`src/rtl/fp_pkg.sv`:
```
// Shared constants for the single-precision multiplier: latency, IEEE-754 field
// positions, write-back flag indices and the flag decode helper.
package fp_pkg;

    localparam int FPM_LATENCY = 25;

    localparam int SIGN_BIT = 31;
    localparam int EXP_HI   = 30;
    localparam int EXP_LO   = 23;
    localparam int MANT_HI  = 22;
    localparam int MANT_LO  = 0;

    localparam int FLAG_NAN  = 2;
    localparam int FLAG_INF  = 1;
    localparam int FLAG_ZERO = 0;

    // Denormals deliberately carry no flag; zero ignores the sign bit.
    function automatic logic [2:0] fp_flags(input logic [31:0] f);
        logic [2:0] fl;
        logic       exp_max;
        exp_max           = (f[EXP_HI:EXP_LO] == 8'hFF);
        fl                = '0;
        fl[FLAG_NAN]      = exp_max && (f[MANT_HI:MANT_LO] != '0);
        fl[FLAG_INF]      = exp_max && (f[MANT_HI:MANT_LO] == '0);
        fl[FLAG_ZERO]     = (f[SIGN_BIT-1:0] == '0);
        return fl;
    endfunction

endpackage

```
`src/rtl/fpm_result_fifo.sv`:
```
// Small synchronous FIFO with a registered head. Pointers carry a phase bit so
// equal indices distinguish empty from full; a push into an empty FIFO shows next cycle.
module fpm_result_fifo #(
    parameter int DEPTH = 4,
    parameter int WIDTH = 40
) (
    input  logic             clk,
    input  logic             rst,
    input  logic             push,
    input  logic [WIDTH-1:0] push_data,
    input  logic             pop,
    output logic             head_valid,
    output logic [WIDTH-1:0] head_data
);

    localparam int AW = (DEPTH > 1) ? $clog2(DEPTH) : 1;

    logic [WIDTH-1:0] mem [DEPTH];
    logic [AW:0]      wptr, rptr, wptr_n, rptr_n;
    logic             do_pop;

    function automatic logic [AW:0] ptr_inc(input logic [AW:0] p);
        if (p[AW-1:0] == AW'(DEPTH - 1))
            return {~p[AW], {AW{1'b0}}};
        return {p[AW], p[AW-1:0] + AW'(1)};
    endfunction

    assign do_pop = pop & head_valid;

    always_comb begin
        wptr_n = push   ? ptr_inc(wptr) : wptr;
        rptr_n = do_pop ? ptr_inc(rptr) : rptr;
    end

    always_ff @(posedge clk) begin
        if (push)
            mem[wptr[AW-1:0]] <= push_data;
    end

    // Head is preloaded from the slot the next read pointer selects, bypassing
    // the entry being written this edge when it lands in that same slot.
    always_ff @(posedge clk) begin
        if (rst) begin
            wptr       <= '0;
            rptr       <= '0;
            head_valid <= 1'b0;
            head_data  <= '0;
        end else begin
            wptr       <= wptr_n;
            rptr       <= rptr_n;
            head_valid <= (wptr_n != rptr_n);
            head_data  <= (push && (wptr[AW-1:0] == rptr_n[AW-1:0])) ? push_data
                                                                     : mem[rptr_n[AW-1:0]];
        end
    end

endmodule

```
`src/rtl/fpm_wb_tracker.sv`:
```
// Tags each multiply with {valid, rd} through a fixed-latency shadow pipe, captures
// results into a FIFO for write-back, and throttles issue with a credit counter.
module fpm_wb_tracker
    import fp_pkg::*;
#(
    parameter int LATENCY = FPM_LATENCY,
    parameter int TAG_W   = 5,
    parameter int DEPTH   = 4
) (
    input  logic                       clk,
    input  logic                       rst,
    input  logic                       issue_valid,
    input  logic [TAG_W-1:0]           issue_rd,
    output logic                       issue_ready,
    input  logic [31:0]                mul_result,
    output logic                       wb_valid,
    input  logic                       wb_ready,
    output logic [TAG_W-1:0]           wb_rd,
    output logic [31:0]                wb_data,
    output logic [2:0]                 wb_flags,
    output logic [$clog2(DEPTH+1)-1:0] outstanding,
    output logic                       busy
);

    localparam int CW = $clog2(DEPTH + 1);

    typedef struct packed {
        logic [TAG_W-1:0] rd;
        logic [31:0]      data;
        logic [2:0]       flags;
    } wb_entry_t;

    logic [LATENCY-1:0]            vld_pipe;
    logic [LATENCY-1:0][TAG_W-1:0] rd_pipe;
    logic                          accept, pop;
    logic [CW-1:0]                 out_n;
    wb_entry_t                     cap_entry, head;

    assign issue_ready = !rst && (outstanding < CW'(DEPTH));
    assign accept      = issue_valid & issue_ready;
    assign pop         = wb_valid & wb_ready;

    // Only valid bits are reset; products already in flight emerge untagged.
    always_ff @(posedge clk) begin
        if (rst) begin
            vld_pipe <= '0;
        end else begin
            vld_pipe[0] <= accept;
            for (int i = 1; i < LATENCY; i++)
                vld_pipe[i] <= vld_pipe[i-1];
        end
    end

    always_ff @(posedge clk) begin
        rd_pipe[0] <= issue_rd;
        for (int i = 1; i < LATENCY; i++)
            rd_pipe[i] <= rd_pipe[i-1];
    end

    always_comb begin
        cap_entry.rd    = rd_pipe[LATENCY-1];
        cap_entry.data  = mul_result;
        cap_entry.flags = fp_flags(mul_result);
    end

    // Credit is returned on pop, not capture, so the FIFO can never overflow.
    always_comb begin
        out_n = outstanding;
        case ({accept, pop})
            2'b10:   out_n = outstanding + CW'(1);
            2'b01:   out_n = outstanding - CW'(1);
            default: out_n = outstanding;
        endcase
    end

    always_ff @(posedge clk) begin
        if (rst) begin
            outstanding <= '0;
            busy        <= 1'b0;
        end else begin
            outstanding <= out_n;
            busy        <= (out_n != '0);
        end
    end

    fpm_result_fifo #(
        .DEPTH(DEPTH),
        .WIDTH(TAG_W + 35)
    ) u_fifo (
        .clk       (clk),
        .rst       (rst),
        .push      (vld_pipe[LATENCY-1]),
        .push_data (cap_entry),
        .pop       (pop),
        .head_valid(wb_valid),
        .head_data (head)
    );

    assign wb_rd    = head.rd;
    assign wb_data  = head.data;
    assign wb_flags = head.flags;

endmodule

```
`config.mk`:
```
export PLATFORM = sky130hd
export DESIGN_NAME = fpm_wb_tracker
export DESIGN_NICKNAME = d
export VERILOG_FILES = /design/src/rtl/fp_pkg.sv /design/src/rtl/fpm_result_fifo.sv /design/src/rtl/fpm_wb_tracker.sv
export SDC_FILE = /design/constraint.sdc
export NUM_CORES = 1
export LEC_CHECK = 0
export ABC_AREA = 0
export BUFFER_PORTS_ARGS = -buffer_cell sky130_fd_sc_hd__buf_2
export CORE_MARGIN = 2
export CORE_UTILIZATION = 45
export CTS_CLUSTER_SIZE = 28
export DETAILED_ROUTE_END_ITERATION = 8
export GPL_TIMING_DRIVEN = 1
export PLACE_DENSITY = 0.72
export SLEW_MARGIN = 40
export SYNTH_ARGS = -nofsm -noshare
export SYNTH_HDL_FRONTEND = slang
export SYNTH_HIERARCHICAL = 1
export SYNTH_SLANG_ARGS = --single-unit
export TNS_END_PERCENT = 1
```
`constraint.sdc`:
```
create_clock -name clk -period 5.5 [get_ports clk]
set_input_delay 1.65 -clock clk [delete_from_list [all_inputs] [get_ports clk]]
set_output_delay 1.65 -clock clk [all_outputs]
set_load 0.01 [all_outputs]
```
==> impl_table.tex <==
\begin{tabular}{lr}
\hline
Metric & Value \\
\hline
\multicolumn{2}{l}{\textbf{Synth}} \\
\quad Count of warnings emitted by yosys & 6 \\
\quad Number of synthesized register bits & 361 \\
\quad Cells after Synth & 556 \\
\quad Syn\_nets & 604 \\
\quad Part of the Yosys area used for sequential elements & 81.21\% \\
\quad Synthesized area divided by synthesized cell count & 19.55 um2 \\
\quad Total standard cell area after synthesis & 10870 um2 \\
\quad Count of distinct cell types in the synthesized netlist & 32 \\
\multicolumn{2}{l}{\textbf{Route}} \\
\quad Post-Route WL & 17.96 mm \\
\quad Detailed router's first-iteration violation count & 328 \\
\quad Via total after detailed routing & 5071 \\
\quad Vias per std cell & 5.056 \\
\quad DRC violations left & 0 \\
\quad Wire length per cell after detailed routing & 17.90 um \\
\quad Drt first pass iters & 4 \\
\quad Antenna-violating nets left & 0 \\
\multicolumn{2}{l}{\textbf{Clock tree}} \\
\quad Clock tree from TritonCTS & built \\
\quad Clk Tree Root Cell & sky130\_fd\_sc\_hd\_\_clkbuf\_16 \\
\quad Worst skew pair latency & 490 ps \\
\quad Buffers inserted during post-CTS setup optimization & 0 \\
\quad CTS buffer count & 34 \\
\quad Clock edge transition at the registers on the reported setup and hold paths & 60 ps \\
\quad Htree depth & 2 \\
\quad Num Clock Sinks & 361 \\
\quad Hold-fix buffer count after cts & 0 \\
\quad Maximum buffer depth of the clock tree & 3 \\
\quad Cells resized by post-CTS repair & 0 \\
\multicolumn{2}{l}{\textbf{Layout}} \\
\quad Sequential cell area & 8828 um2 \\
\quad Ant diodes & 0 \\
\quad \# fillers & 1858 \\
\quad Area growth syn-to-layout & 16.75\% \\
\quad Post-layout net count & 707 \\
\quad Proportion of layout cells with a drive suffix above 1 & 27.34\% \\
\quad Area of combinational cells with multiple inputs & 1926 um2 \\
\multicolumn{2}{l}{\textbf{Floorplan}} \\
\quad Die Width & 159.4 um \\
\quad Count of boundary I/O pins & 87 \\
\quad DIE HEIGHT & 159.4 um \\
\quad Site Rows & 56 \\
\quad Core region area & 23610 um2 \\
\quad Floorplan die area & 25420 um2 \\
\quad Starting utilization of the core area & 46.04\% \\
\multicolumn{2}{l}{\textbf{Worst setup path}} \\
\quad Cell type with the highest occurrence count on the critical path & sky130\_fd\_sc\_hd\_\_buf\_2 \\
\quad Crit path launch type & input port \\
\quad Signal arrival time at the worst endpoint & 2490 ps \\
\quad Worst endpoint required time & 3850 ps \\
\quad Buf+Inv Stages, Crit Path & 2 \\
\quad Worst reg2reg startpoint & u\_fifo/head\_valid\$\_SDFF\_PP0\_ \\
\quad Standard cell with the maximum stage delay on the critical path & sky130\_fd\_sc\_hd\_\_buf\_2 \\
\quad Setup crit end kind & output pin \\
\quad FF-to-FF setup slack & 3020 ps \\
\quad Type of the worst setup path & input port to output pin \\
\quad Largest delay share family, worst path & buffers and inverters \\
\quad Cell depth of the worst flop-to-flop path & 7 \\
\quad Series of cell instances along the critical path & buf\_2, nor2\_1, buf\_2 \\
\quad Delay of the slowest critical-path stage & 500 ps \\
\quad Biggest fanout along the worst timing path & 37 \\
\quad Worst Setup SP & rst \\
\quad Worst flop-to-flop path endpoint & u\_fifo/head\_data[10]\$\_SDFF\_PP0\_ \\
\multicolumn{2}{l}{\textbf{Min path}} \\
\quad Source of the worst hold timing path & rd\_pipe[104]\$\_DFF\_P\_ \\
\quad Path category of the worst min-delay check & register to register \\
\quad Min-Delay Path Depth & 0 \\
\quad Endpoint, Worst Hold & rd\_pipe[109]\$\_DFF\_P\_ \\
\multicolumn{2}{l}{\textbf{Status}} \\
\quad Result of the run & complete, no violations \\
\multicolumn{2}{l}{\textbf{Timing}} \\
\quad Final critical path time including I/O delays and setup & 4137 ps \\
\quad Endpoints failing setup & 0 \\
\quad Worst Tran Pin Value & 741.7 ps \\
\quad Crit share post-route & 75.22\% \\
\quad Final Slew Violations & 0 \\
\quad Worst setup margin & 1363 ps \\
\quad Setup Total Neg Slack & 0 ps \\
\quad Final hold violation count & 0 \\
\quad Achievable clock frequency & 241.7 MHz \\
\quad RSZ-0062 raised after global routing & no \\
\quad Max-slew headroom at the worst pin & 50.56\% \\
\quad Clock Skew & 6.755 ps \\
\multicolumn{2}{l}{\textbf{Global route}} \\
\quad All-layer global routing usage & 14.02\% \\
\quad Number of global-route vias before repair & 5267 \\
\quad First-pass GRT wire length & 27.99 mm \\
\quad Pin count of the biggest net entering global routing & 43 \\
\quad Number of antenna violations at the first check in global routing & 0 \\
\quad Overall overflow remaining after global route & 0 \\
\multicolumn{2}{l}{\textbf{Placement}} \\
\quad Post-DP HPWL & 10.22 mm \\
\quad Count of buffers from port buffering & 86 \\
\quad Routability congestion estimate from global placement & 0.7046 \\
\quad Worst Setup Slack post-DPL & 1372 ps \\
\multicolumn{2}{l}{\textbf{Pwr}} \\
\quad Overall Power & 5.163 mW \\
\quad Lkg Pwr & 4.804 nW \\
\quad Highest ir drop seen on vdd & 0.0002538 V \\
\quad Power per cell area & 406.8 nW/um2 \\
\multicolumn{2}{l}{\textbf{Job}} \\
\quad Maxcap violations & 0 \\
\hline
\end{tabular}
[synth_stat cells (all sizes together)]
master    n  area share [%]
a21oi     1           0.046
a22o     40             3.2
a31oi     2            0.12
and2      6            0.35
and4b     1           0.092
buf      16             1.0
clkbuf    6            0.21
dfxtp   201              37
edfxtp  160              44
fa        1            0.18
ha        6            0.69
inv       4            0.14
mux2i     5            0.69
mux4     40             8.3
nand2     3            0.13
nand2b    2            0.12
nand3     2           0.092
nand4     3            0.17
nor2     11            0.38
nor2b    24             1.4
nor3      3            0.14
nor4      7            0.40
o21ba     1           0.092
or2       1           0.058
or4b      1           0.092
xnor2     6            0.48
xor2      3            0.24
[where the power goes]
part / internal (mW) / switching, mW / total (mW)
Sequential: 2.86 / 0.0172 / 2.87
Combinational: 0.0280 / 0.0475 / 0.0755
Clock: 1.30 / 0.912 / 2.22
Total: 4.19 / 0.977 / 5.16
[state kept, by name (all words and copies together), names as in the netlist]
register and count:
busy 1, cap_entry 5, outstanding 3, rd_pipe 120, u_fifo/head_data 40, u_fifo/head_valid 1, u_fifo/mem 160, u_fifo/rptr 3
u_fifo/wptr 3, vld_pipe 25
[kinds of logic (layout without fill, tap and decap cells)]
group                      count (synthesis)  count (layout)  share of synthesized area [%]
DFF                                      361             361                          81.21
and+or+nand+nor                           64              64                          3.395
muxes                                     45              45                          8.977
AOI/OAI and AO/OA                         44              44                          3.476
buffers and inverters                     26             154                          1.346
xor gates and xnor gates                   9               9                         0.7251
adders and majority gates                  7               7                         0.8747
[placed cells by master (no fill, tap or decap), types with 2 or more instances in the layout]
cell type                   netlist  layout
sky130_fd_sc_hd__nor2_1          11      11
sky130_fd_sc_hd__nor3_1           3       3
sky130_fd_sc_hd__clkbuf_1         6      11
sky130_fd_sc_hd__xor2_1           3       3
sky130_fd_sc_hd__mux2i_1          3       3
sky130_fd_sc_hd__inv_1            4       4
sky130_fd_sc_hd__buf_4            2       2
sky130_fd_sc_hd__clkbuf_16        0      35
sky130_fd_sc_hd__clkinv_2         0       4
sky130_fd_sc_hd__mux2i_4          2       2
sky130_fd_sc_hd__xnor2_1          6       6
sky130_fd_sc_hd__and2_1           6       2
sky130_fd_sc_hd__nand2_1          2       2
sky130_fd_sc_hd__clkbuf_8         0       2
sky130_fd_sc_hd__nand2b_1         2       2
sky130_fd_sc_hd__nor2b_1         24      24
sky130_fd_sc_hd__edfxtp_1       160     160
sky130_fd_sc_hd__and2_4           0       4
sky130_fd_sc_hd__ha_1             6       6
sky130_fd_sc_hd__a22o_1          40      40
sky130_fd_sc_hd__nor4_1           7       7
sky130_fd_sc_hd__clkinv_1         0       3
sky130_fd_sc_hd__nand4_1          3       3
sky130_fd_sc_hd__nand3_1          2       2
sky130_fd_sc_hd__bufinv_16        0       2
sky130_fd_sc_hd__dfxtp_1        201     201
sky130_fd_sc_hd__mux4_2          40      40
sky130_fd_sc_hd__buf_2            9      86
[metrics by stage]
stage	std cells	util [%]	cell area, um2	hold slack (ps)
final	1003	53.75	12690	323.3
after global routing	1003	53.75	12690	330.4
after CTS	1003	53.75	12690	326.0
after detailed placement	942	49.23	11620	312.1
after global placement	942	49.18	11610	309.6
after floorplan	556	-	10870	309.6
[worst reg2reg max path, stage by stage, from the launching register on]
cell and delay, ps:
sky130_fd_sc_hd__dfxtp_1 370, sky130_fd_sc_hd__and2_1 210, sky130_fd_sc_hd__nand2_2 130, sky130_fd_sc_hd__mux2i_4 210, sky130_fd_sc_hd__xnor2_1 180, sky130_fd_sc_hd__a31oi_4 650
sky130_fd_sc_hd__buf_4 430, sky130_fd_sc_hd__a22o_1 220
[how the worst max path moves through the flow]
stage	endpoint	slack, ps	depth (start not counted)
global route	issue_ready	1290	3
global placement	issue_ready	1450	3
detailed placement	issue_ready	1370	3
CTS	issue_ready	1370	3
floorplan	busy$_SDFF_PP0_	1840	9
finish	issue_ready	1360	3
[cell type report]
| class | instances | area share (%) |
|---|---|---|
| Sequential cell | 361 | 69.56 |
| Multi-Input combinational cell | 169 | 15.17 |
| Clock buffer | 49 | 7.502 |
| Timing Repair Buffer | 89 | 3.598 |
| Tap cell | 319 | 3.145 |
| Clock inverter | 12 | 0.9069 |
| Inverter | 4 | 0.1183 |
[metal layers]
metal	up-vias	track usage (%)	part of all wire, %
met5	-	0	0
met1	2571	18.27	42
met3	35	3.074	7.0
met2	172	23.30	48
li1	2293	-	-
met4	0	5.083	2.6
Note: power is estimated with default switching activity, not from simulation.
